<file path="src/rtl/uart_rx_ctrl_if.sv">
// Receive-result handshake bundle for uart_rx_ctrl.
//   rx_data    : received character (DATA_BITS wide)
//   rx_valid   : rx_data / parity_err / frame_err are valid; held until accepted
//   rx_ready   : consumer accepts the held frame when high together with rx_valid
//   parity_err : parity mismatch on the held frame
//   frame_err  : stop bit sampled low on the held frame
//   overrun    : 1-cycle pulse, a frame completed while the previous one was still held
// master = receiver (uart_rx_ctrl), slave = downstream consumer.
interface uart_rx_ctrl_if #(
  parameter int DATA_BITS = 8
);
  logic [DATA_BITS-1:0] rx_data;
  logic                 rx_valid;
  logic                 rx_ready;
  logic                 parity_err;
  logic                 frame_err;
  logic                 overrun;

  modport master (
    output rx_data, rx_valid, parity_err, frame_err, overrun,
    input  rx_ready
  );

  modport slave (
    input  rx_data, rx_valid, parity_err, frame_err, overrun,
    output rx_ready
  );
endinterface

</file>
<file path="src/rtl/uart_rx_ctrl.sv">
// UART receive frame sequencer.
// Detects a start edge on the synchronised line, restarts the baud generator, samples every bit at
// mid-bit using the oversampled baud_tick, assembles the character LSB first, checks parity/stop and
// presents the result on a valid/ready handshake.
// Ports:
//   clk, rst    : clock, asynchronous active-high reset
//   baud_tick   : 1-cycle pulse, OVERSAMPLE per bit period
//   rx_in       : asynchronous serial line, idle high
//   parity_en   : parity bit follows data (latched at start edge)
//   parity_odd  : odd parity when 1, even when 0 (latched at start edge)
//   baud_clr    : 1-cycle pulse restarting the baud generator on a start edge
//   busy        : receiver is not idle
//   rx_if       : result handshake (rx_data, rx_valid, rx_ready, parity_err, frame_err, overrun)
module uart_rx_ctrl #(
  parameter int DATA_BITS  = 8,
  parameter int OVERSAMPLE = 16
) (
  input  logic            clk,
  input  logic            rst,
  input  logic            baud_tick,
  input  logic            rx_in,
  input  logic            parity_en,
  input  logic            parity_odd,
  output logic            baud_clr,
  output logic            busy,
  uart_rx_ctrl_if.master  rx_if
);

  localparam int TW = $clog2(OVERSAMPLE);
  localparam int BW = $clog2(DATA_BITS + 1);
  localparam logic [TW-1:0] HALF_END = TW'(OVERSAMPLE / 2 - 1);
  localparam logic [TW-1:0] FULL_END = TW'(OVERSAMPLE - 1);
  localparam logic [BW-1:0] LAST_BIT = BW'(DATA_BITS - 1);

  typedef enum logic [2:0] {S_IDLE, S_START, S_DATA, S_PARITY, S_STOP} state_t;

  state_t               state, state_nxt;
  logic                 rx_s1, rxs, rxs_d;
  logic                 start_edge;
  logic                 samp;
  logic [TW-1:0]        tick_cnt;
  logic [BW-1:0]        bit_cnt;
  logic [DATA_BITS-1:0] shreg;
  logic                 par_en_l, par_odd_l;
  logic                 perr_r, ferr_r;
  logic                 done;

  logic [DATA_BITS-1:0] data_q;
  logic                 valid_q, perr_q, ferr_q, ovr_q;

  // Two-flop synchroniser plus one delay flop for falling-edge detection. Reset to idle-high so
  // reset release never looks like a start edge; a held-low line (break) never re-triggers.
  always_ff @(posedge clk or posedge rst) begin
    if (rst) begin
      rx_s1 <= 1'b1;
      rxs   <= 1'b1;
      rxs_d <= 1'b1;
    end else begin
      rx_s1 <= rx_in;
      rxs   <= rx_s1;
      rxs_d <= rxs;
    end
  end

  assign start_edge = rxs_d & ~rxs;

  // ---------------- FSM: state register ----------------
  always_ff @(posedge clk or posedge rst) begin
    if (rst) state <= S_IDLE;
    else     state <= state_nxt;
  end

  // ---------------- FSM: next state ----------------
  always_comb begin
    state_nxt = state;
    case (state)
      S_IDLE:   if (start_edge) state_nxt = S_START;
      S_START:  if (samp) state_nxt = rxs ? S_IDLE : S_DATA;
      S_DATA:   if (samp && bit_cnt == LAST_BIT) state_nxt = par_en_l ? S_PARITY : S_STOP;
      S_PARITY: if (samp) state_nxt = S_STOP;
      // Leave at mid-stop so the edge detector is armed for a back-to-back start bit.
      S_STOP:   if (samp) state_nxt = S_IDLE;
      default:  state_nxt = S_IDLE;
    endcase
  end

  // ---------------- FSM: outputs / sample strobe ----------------
  // The start bit is sampled half a bit after the edge; every later sample is a full bit apart,
  // which keeps all samples centred in their bit.
  always_comb begin
    baud_clr = 1'b0;
    busy     = 1'b1;
    samp     = 1'b0;
    case (state)
      S_IDLE: begin
        busy     = 1'b0;
        baud_clr = start_edge;
      end
      S_START: samp = baud_tick && (tick_cnt == HALF_END);
      default: samp = baud_tick && (tick_cnt == FULL_END);
    endcase
  end

  // ---------------- frame datapath ----------------
  always_ff @(posedge clk or posedge rst) begin
    if (rst) begin
      tick_cnt  <= '0;
      bit_cnt   <= '0;
      shreg     <= '0;
      par_en_l  <= 1'b0;
      par_odd_l <= 1'b0;
      perr_r    <= 1'b0;
      ferr_r    <= 1'b0;
      done      <= 1'b0;
    end else begin
      done <= (state == S_STOP) && samp;

      if (state == S_IDLE) begin
        if (start_edge) begin
          tick_cnt  <= '0;
          par_en_l  <= parity_en;
          par_odd_l <= parity_odd;
          perr_r    <= 1'b0;          // stays 0 for frames without parity
        end
      end else if (baud_tick) begin
        tick_cnt <= samp ? '0 : tick_cnt + 1'b1;
      end

      if (samp) begin
        case (state)
          S_START:  bit_cnt <= '0;
          S_DATA: begin
            shreg   <= {rxs, shreg[DATA_BITS-1:1]};   // LSB arrives first
            bit_cnt <= bit_cnt + 1'b1;
          end
          S_PARITY: perr_r <= rxs ^ (^shreg) ^ par_odd_l;
          S_STOP:   ferr_r <= ~rxs;
          default: ;
        endcase
      end
    end
  end

  // ---------------- result hold / handshake ----------------
  // An accept in the completion cycle frees the holding register first, so the new frame loads
  // with no overrun.
  always_ff @(posedge clk or posedge rst) begin
    if (rst) begin
      data_q  <= '0;
      valid_q <= 1'b0;
      perr_q  <= 1'b0;
      ferr_q  <= 1'b0;
      ovr_q   <= 1'b0;
    end else begin
      ovr_q <= 1'b0;
      if (done) begin
        if (!valid_q || rx_if.rx_ready) begin
          data_q  <= shreg;
          perr_q  <= perr_r;
          ferr_q  <= ferr_r;
          valid_q <= 1'b1;
        end else begin
          ovr_q <= 1'b1;
        end
      end else if (valid_q && rx_if.rx_ready) begin
        valid_q <= 1'b0;
        perr_q  <= 1'b0;
        ferr_q  <= 1'b0;
      end
    end
  end

  assign rx_if.rx_data    = data_q;
  assign rx_if.rx_valid   = valid_q;
  assign rx_if.parity_err = perr_q;
  assign rx_if.frame_err  = ferr_q;
  assign rx_if.overrun    = ovr_q;

endmodule

</file>
<file path="src/flat_wrapper.sv">
// flat-port wrapper written by rule: the top's interface ports become plain ports
module uart_rx_ctrl_flat 
#(
  parameter int DATA_BITS  = 8,
  parameter int OVERSAMPLE = 16
)
  (clk, rst, baud_tick, rx_in, parity_en, parity_odd, baud_clr, busy, rx_if_rx_data, rx_if_rx_valid, rx_if_parity_err, rx_if_frame_err, rx_if_overrun, rx_if_rx_ready);
  uart_rx_ctrl_if #(.DATA_BITS(DATA_BITS)) rx_if_i ();
  input  logic clk;
  input  logic rst;
  input  logic baud_tick;
  input  logic rx_in;
  input  logic parity_en;
  input  logic parity_odd;
  output logic baud_clr;
  output logic busy;
  output wire logic [$bits(rx_if_i.rx_data)-1:0] rx_if_rx_data;
  output wire logic [$bits(rx_if_i.rx_valid)-1:0] rx_if_rx_valid;
  output wire logic [$bits(rx_if_i.parity_err)-1:0] rx_if_parity_err;
  output wire logic [$bits(rx_if_i.frame_err)-1:0] rx_if_frame_err;
  output wire logic [$bits(rx_if_i.overrun)-1:0] rx_if_overrun;
  input wire logic [$bits(rx_if_i.rx_ready)-1:0] rx_if_rx_ready;
  assign rx_if_rx_data = rx_if_i.rx_data;
  assign rx_if_rx_valid = rx_if_i.rx_valid;
  assign rx_if_parity_err = rx_if_i.parity_err;
  assign rx_if_frame_err = rx_if_i.frame_err;
  assign rx_if_overrun = rx_if_i.overrun;
  assign rx_if_i.rx_ready = rx_if_rx_ready;
  uart_rx_ctrl #(.DATA_BITS(DATA_BITS), .OVERSAMPLE(OVERSAMPLE)) u_core (.clk(clk), .rst(rst), .baud_tick(baud_tick), .rx_in(rx_in), .parity_en(parity_en), .parity_odd(parity_odd), .baud_clr(baud_clr), .busy(busy), .rx_if(rx_if_i));
endmodule
</file>
<file path="config.mk">
export PLATFORM = sky130hd
export DESIGN_NAME = uart_rx_ctrl_flat
export DESIGN_NICKNAME = d
export VERILOG_FILES = /design/src/rtl/uart_rx_ctrl_if.sv /design/src/rtl/uart_rx_ctrl.sv /design/src/flat_wrapper.sv
export SDC_FILE = /design/constraint.sdc
export NUM_CORES = 1
export LEC_CHECK = 0
export ABC_AREA = 0
export CORE_MARGIN = 10
export CORE_UTILIZATION = 58
export DETAILED_ROUTE_END_ITERATION = 8
export MAX_ROUTING_LAYER = met4
export PLACE_DENSITY_LB_ADDON = 0.25
export SYNTH_ARGS = -nofsm -noshare
export SYNTH_HDL_FRONTEND = slang
export SYNTH_SLANG_ARGS = --single-unit
</file>
<file path="constraint.sdc">
create_clock -name clk -period 5 [get_ports clk]
set_input_delay 0.75 -clock clk [delete_from_list [all_inputs] [get_ports clk]]
set_output_delay 0.75 -clock clk [all_outputs]
set_load 0.05 [all_outputs]
</file>
==> PnR_summary.wiki <==
{| class="wikitable"
! Metric !! Value
|-
| Static Leakage || 0.9469 nW
|-
| Time the worst path needs with I/O delays and setup || 3.225 ns
|-
| Highest fanout seen on the critical path || 14
|-
| Peak Freq || 310.0 MHz
|-
| Count of endpoints failing hold in the final timing report || 0
|-
| Portion of netlist area occupied by mux cells || 0.1343
|-
| Kind of end point of the critical path || primary output
|-
| Clock tree from TritonCTS || yes
|-
| Status || finished clean
|-
| Post-detailed-route DRC marker count || 0
|-
| Htree depth || 2
|-
| Synthesized netlist net count || 152
|-
| Total non-filler cell area in the finished layout || 2028 um^2
|-
| Prevailing post-synth register cell || dfrtp_1
|-
| Setup total negative slack || 0 ns
|-
| Endpoint arrival time on the critical path || 2.48 ns
|-
| Pin count of the biggest net entering global routing || 40
|-
| Combined global-route utilization of all metal layers || 0.1302
|-
| Crit Path Class || flop to primary output
|-
| Antenna diode count || 0
|-
| Power per unit of standard cell area || 357.7 nW/um^2
|-
| Slew @ Worst Pin || 0.8569 ns
|-
| RSZ-0062 raised after global routing || false
|-
| Number of flops mapped to enable cells by yosys || 0
|-
| Combinational family with the most area after synthesis || multiplexers
|-
| Share of the clock period used by the worst path || 0.6451
|-
| Routed via count || 1156
|-
| Number of max-cap violations || 0
|-
| Setup clock skew after layout || 0.01278 ns
|-
| Data required, critical path || 4.25 ns
|-
| Die width || 74.96 um
|-
| Die area || 5618 um^2
|-
| Share of total power consumed by net switching || 0.3192
|-
| Number of fillers in the final layout || 211
|-
| Clock root cell || clkbuf_4
|-
| Routed vias/inst || 5.780
|-
| Max transition margin || 0.4256
|-
| Nets@finish || 177
|-
| Sequential share of power || 0.550
|-
| Initial antenna violation count || 0
|-
| Total of endpoints with negative setup slack in the final report || 0
|-
| Inst Count DP || 192
|-
| Largest buffer count on any clock path || 2
|-
| WHS || 0.3609 ns
|-
| Total of cells resized after clock tree synthesis || 0
|-
| Area growth syn-to-layout || 15.79%
|-
| Switching power total || 231.5 uW
|-
| # IOs || 21
|-
| Simple logic cell fraction of the synthesized area || 0.1200
|-
| Cell-internal power || 493.9 uW
|-
| Detailed router's first-iteration violation count || 63
|-
| Power share of the combinational group || 0.254
|-
| Port Buffer Count || 20
|-
| Flip-flop and latch count after synthesis || 39
|-
| Async set-or-reset flop fraction in the synthesized netlist || 1.000
|-
| Proportion of layout cells with a drive suffix above 1 || 0.1953
|-
| Proportion of power drawn by the clock network || 0.196
|-
| Share of the synthesized netlist area taken by xor and xnor gates || 0.05286
|-
| Post-CTS Hold Fix Bufs || 0
|-
| Height of the die || 74.96 um
|-
| Share of the yosys chip area belonging to registers || 0.5593
|-
| Post-Synthesis Cells || 143
|-
| First-pass GRT wire length || 5.388 mm
|-
| Post-layout instance count excluding filler cells || 200
|-
| Post-CTS clock slew at the launch and capture registers of the worst setup and hold paths || 0.10 ns
|-
| Total overflow reported by the global router || 0
|-
| Placed instance area || 1978 um^2
|-
| Count of yosys warnings during synthesis || 0
|-
| Share of synthesized cell area in full adder, half adder and majority cells || 0.01429
|-
| Number of buffers added for setup after CTS || 0
|-
| Average wire length per cell after detail routing || 15.36 um
|-
| Placer Congestion || 0.7362
|-
| PnR Total Power || 725.4 uW
|-
| Num Clock Sinks || 39
|-
| Critical Path Start Type || flop
|-
| Area fraction in compound gates after synthesis || 0.09286
|-
| Starting Density || 0.6192
|-
| Count of final max-slew check failures || 0
|-
| Core ar. || 2829 um^2
|-
| # rows || 19
|-
| Number of nets still failing antenna checks after routing || 0
|-
| VDD IR-drop max || 0.2805 mV
|-
| Syn avg cell area || 12.25 um^2
|-
| Post-DP HPWL || 2.327 mm
|-
| Number of buffers created by CTS || 5
|-
| Drt first pass iters || 5
|-
| Worst-skew pair later-pin latency || 0.33 ns
|-
| Post-synthesis instance area || 1752 um^2
|-
| Total detailed-routing wirelength || 3.071 mm
|-
| Hold Path Class || flop to flop
|-
| Number of unique standard cell types used by synthesis || 40
|-
| Number of global-route vias before repair || 1169
|}
## critical path: stages, from the launching register on
cell and delay [ns]:
dfrtp_1 0.52, nor3_1 0.41, nand3_1 0.30, inv_1 0.11, clkdlybuf4s50_1 0.81
## power by group through the flow
stage          Combinational [mW]  Sequential (mW)  Clock [mW]
2_1_floorplan               0.164            0.382           0
3_3_place_gp                0.178            0.400           0
3_5_place_dp                0.186            0.405           0
4_1_cts                     0.186            0.398       0.149
5_1_grt                     0.208            0.407       0.163
6_report                    0.184            0.399       0.142
## flip-flops by register name, summed over array words and instances (netlist names), 3 cells and up
signal and cells:
u_core.rx_if.rx_data 8, u_core.tick_cnt 4, u_core.state 3, u_core.bit_cnt 4, u_core.shreg 8
## logic make-up (layout without fill, tap and decap cells)
kind of cell | count (synthesis) | count (layout)
xor+xnor | 9 | 9
compound gates | 23 | 23
mux | 21 | 21
flops | 39 | 39
simple gates | 39 | 39
fa+ha+maj | 2 | 2
buf+inv | 10 | 36
## cells in the mapped netlist (2+ instances only)
library cell	number	share of area
nand2_1	11	0.024
nor2_1	8	0.017
ha_1	2	0.014
o21ai_0	7	0.020
inv_1	7	0.015
a31oi_1	2	0.0071
dfrtp_1	36	0.51
o31a_1	2	0.010
a21oi_1	2	0.0057
nand3b_1	2	0.0086
nand2b_1	2	0.0071
xnor2_1	7	0.035
nor4_1	2	0.0071
dfstp_2	3	0.045
mux2_2	20	0.13
nand3_1	4	0.011
a22o_1	2	0.010
a32o_1	2	0.011
## final timing paths
check / start / to / slack (ns) / cells past startpoint
min in group asynchronous: rst / u_core.rx_if.rx_data[1] / 0.81 / 3
min: u_core.rx_s1 / u_core.rxs / 0.36 / 0
max reg2reg: u_core.tick_cnt[0] / u_core.shreg[7] / 2.86 / 4
max in group asynchronous: rst / u_core.rx_s1 / 3.82 / 3
min reg2reg: u_core.rx_s1 / u_core.rxs / 0.36 / 0
max: u_core.state[0] / baud_clr / 1.77 / 4
## per-layer routing
metal | global-route usage | up-vias | share of wire
li1 | - | 563 | -
met1 | 0.1539 | 551 | 0.44
met2 | 0.1924 | 36 | 0.48
met3 | 0.05256 | 6 | 0.066
met4 | 0.05462 | 0 | 0.018
met5 | - | - | 0
## layout by cell type (no fill, tap or decap), drive strengths merged, types with 2 or more instances in the layout
cell type	netlist	layout
nor4	2	2
dfrtp	36	36
nand2	11	11
inv	7	7
a31oi	2	2
mux2	20	20
nor3	2	2
o31a	2	2
a21oi	2	2
xnor2	7	7
clkbuf	1	7
nand3b	2	2
o21ai	8	8
ha	2	2
nor2	8	8
nand2b	2	2
clkdlybuf4s50	0	20
a22o	2	2
dfstp	3	3
nand3	4	4
a32o	2	2
## per-stage QoR
| step | utilization | setup WS, ns |
|---|---|---|
| detailed placement | 0.6992 | 2.136 |
| global route | 0.7169 | 1.609 |
| floorplan | - | 2.853 |
| global placement | 0.6992 | 2.224 |
| CTS | 0.7169 | 1.761 |
| finish | 0.7169 | 1.775 |
## final cells by class
class / count / area [um^2] / area share
Clock buffer: 7 / 45.04 / 0.02221
Clock inverter: 1 / 5.005 / 0.002468
Inverter: 7 / 26.28 / 0.01295
Multi-Input combinational cell: 94 / 725.7 / 0.3578
Sequential cell: 39 / 979.7 / 0.4830
Tap cell: 31 / 38.79 / 0.01912
Timing Repair Buffer: 21 / 207.7 / 0.1024
Power figures use the tool's default switching activity.
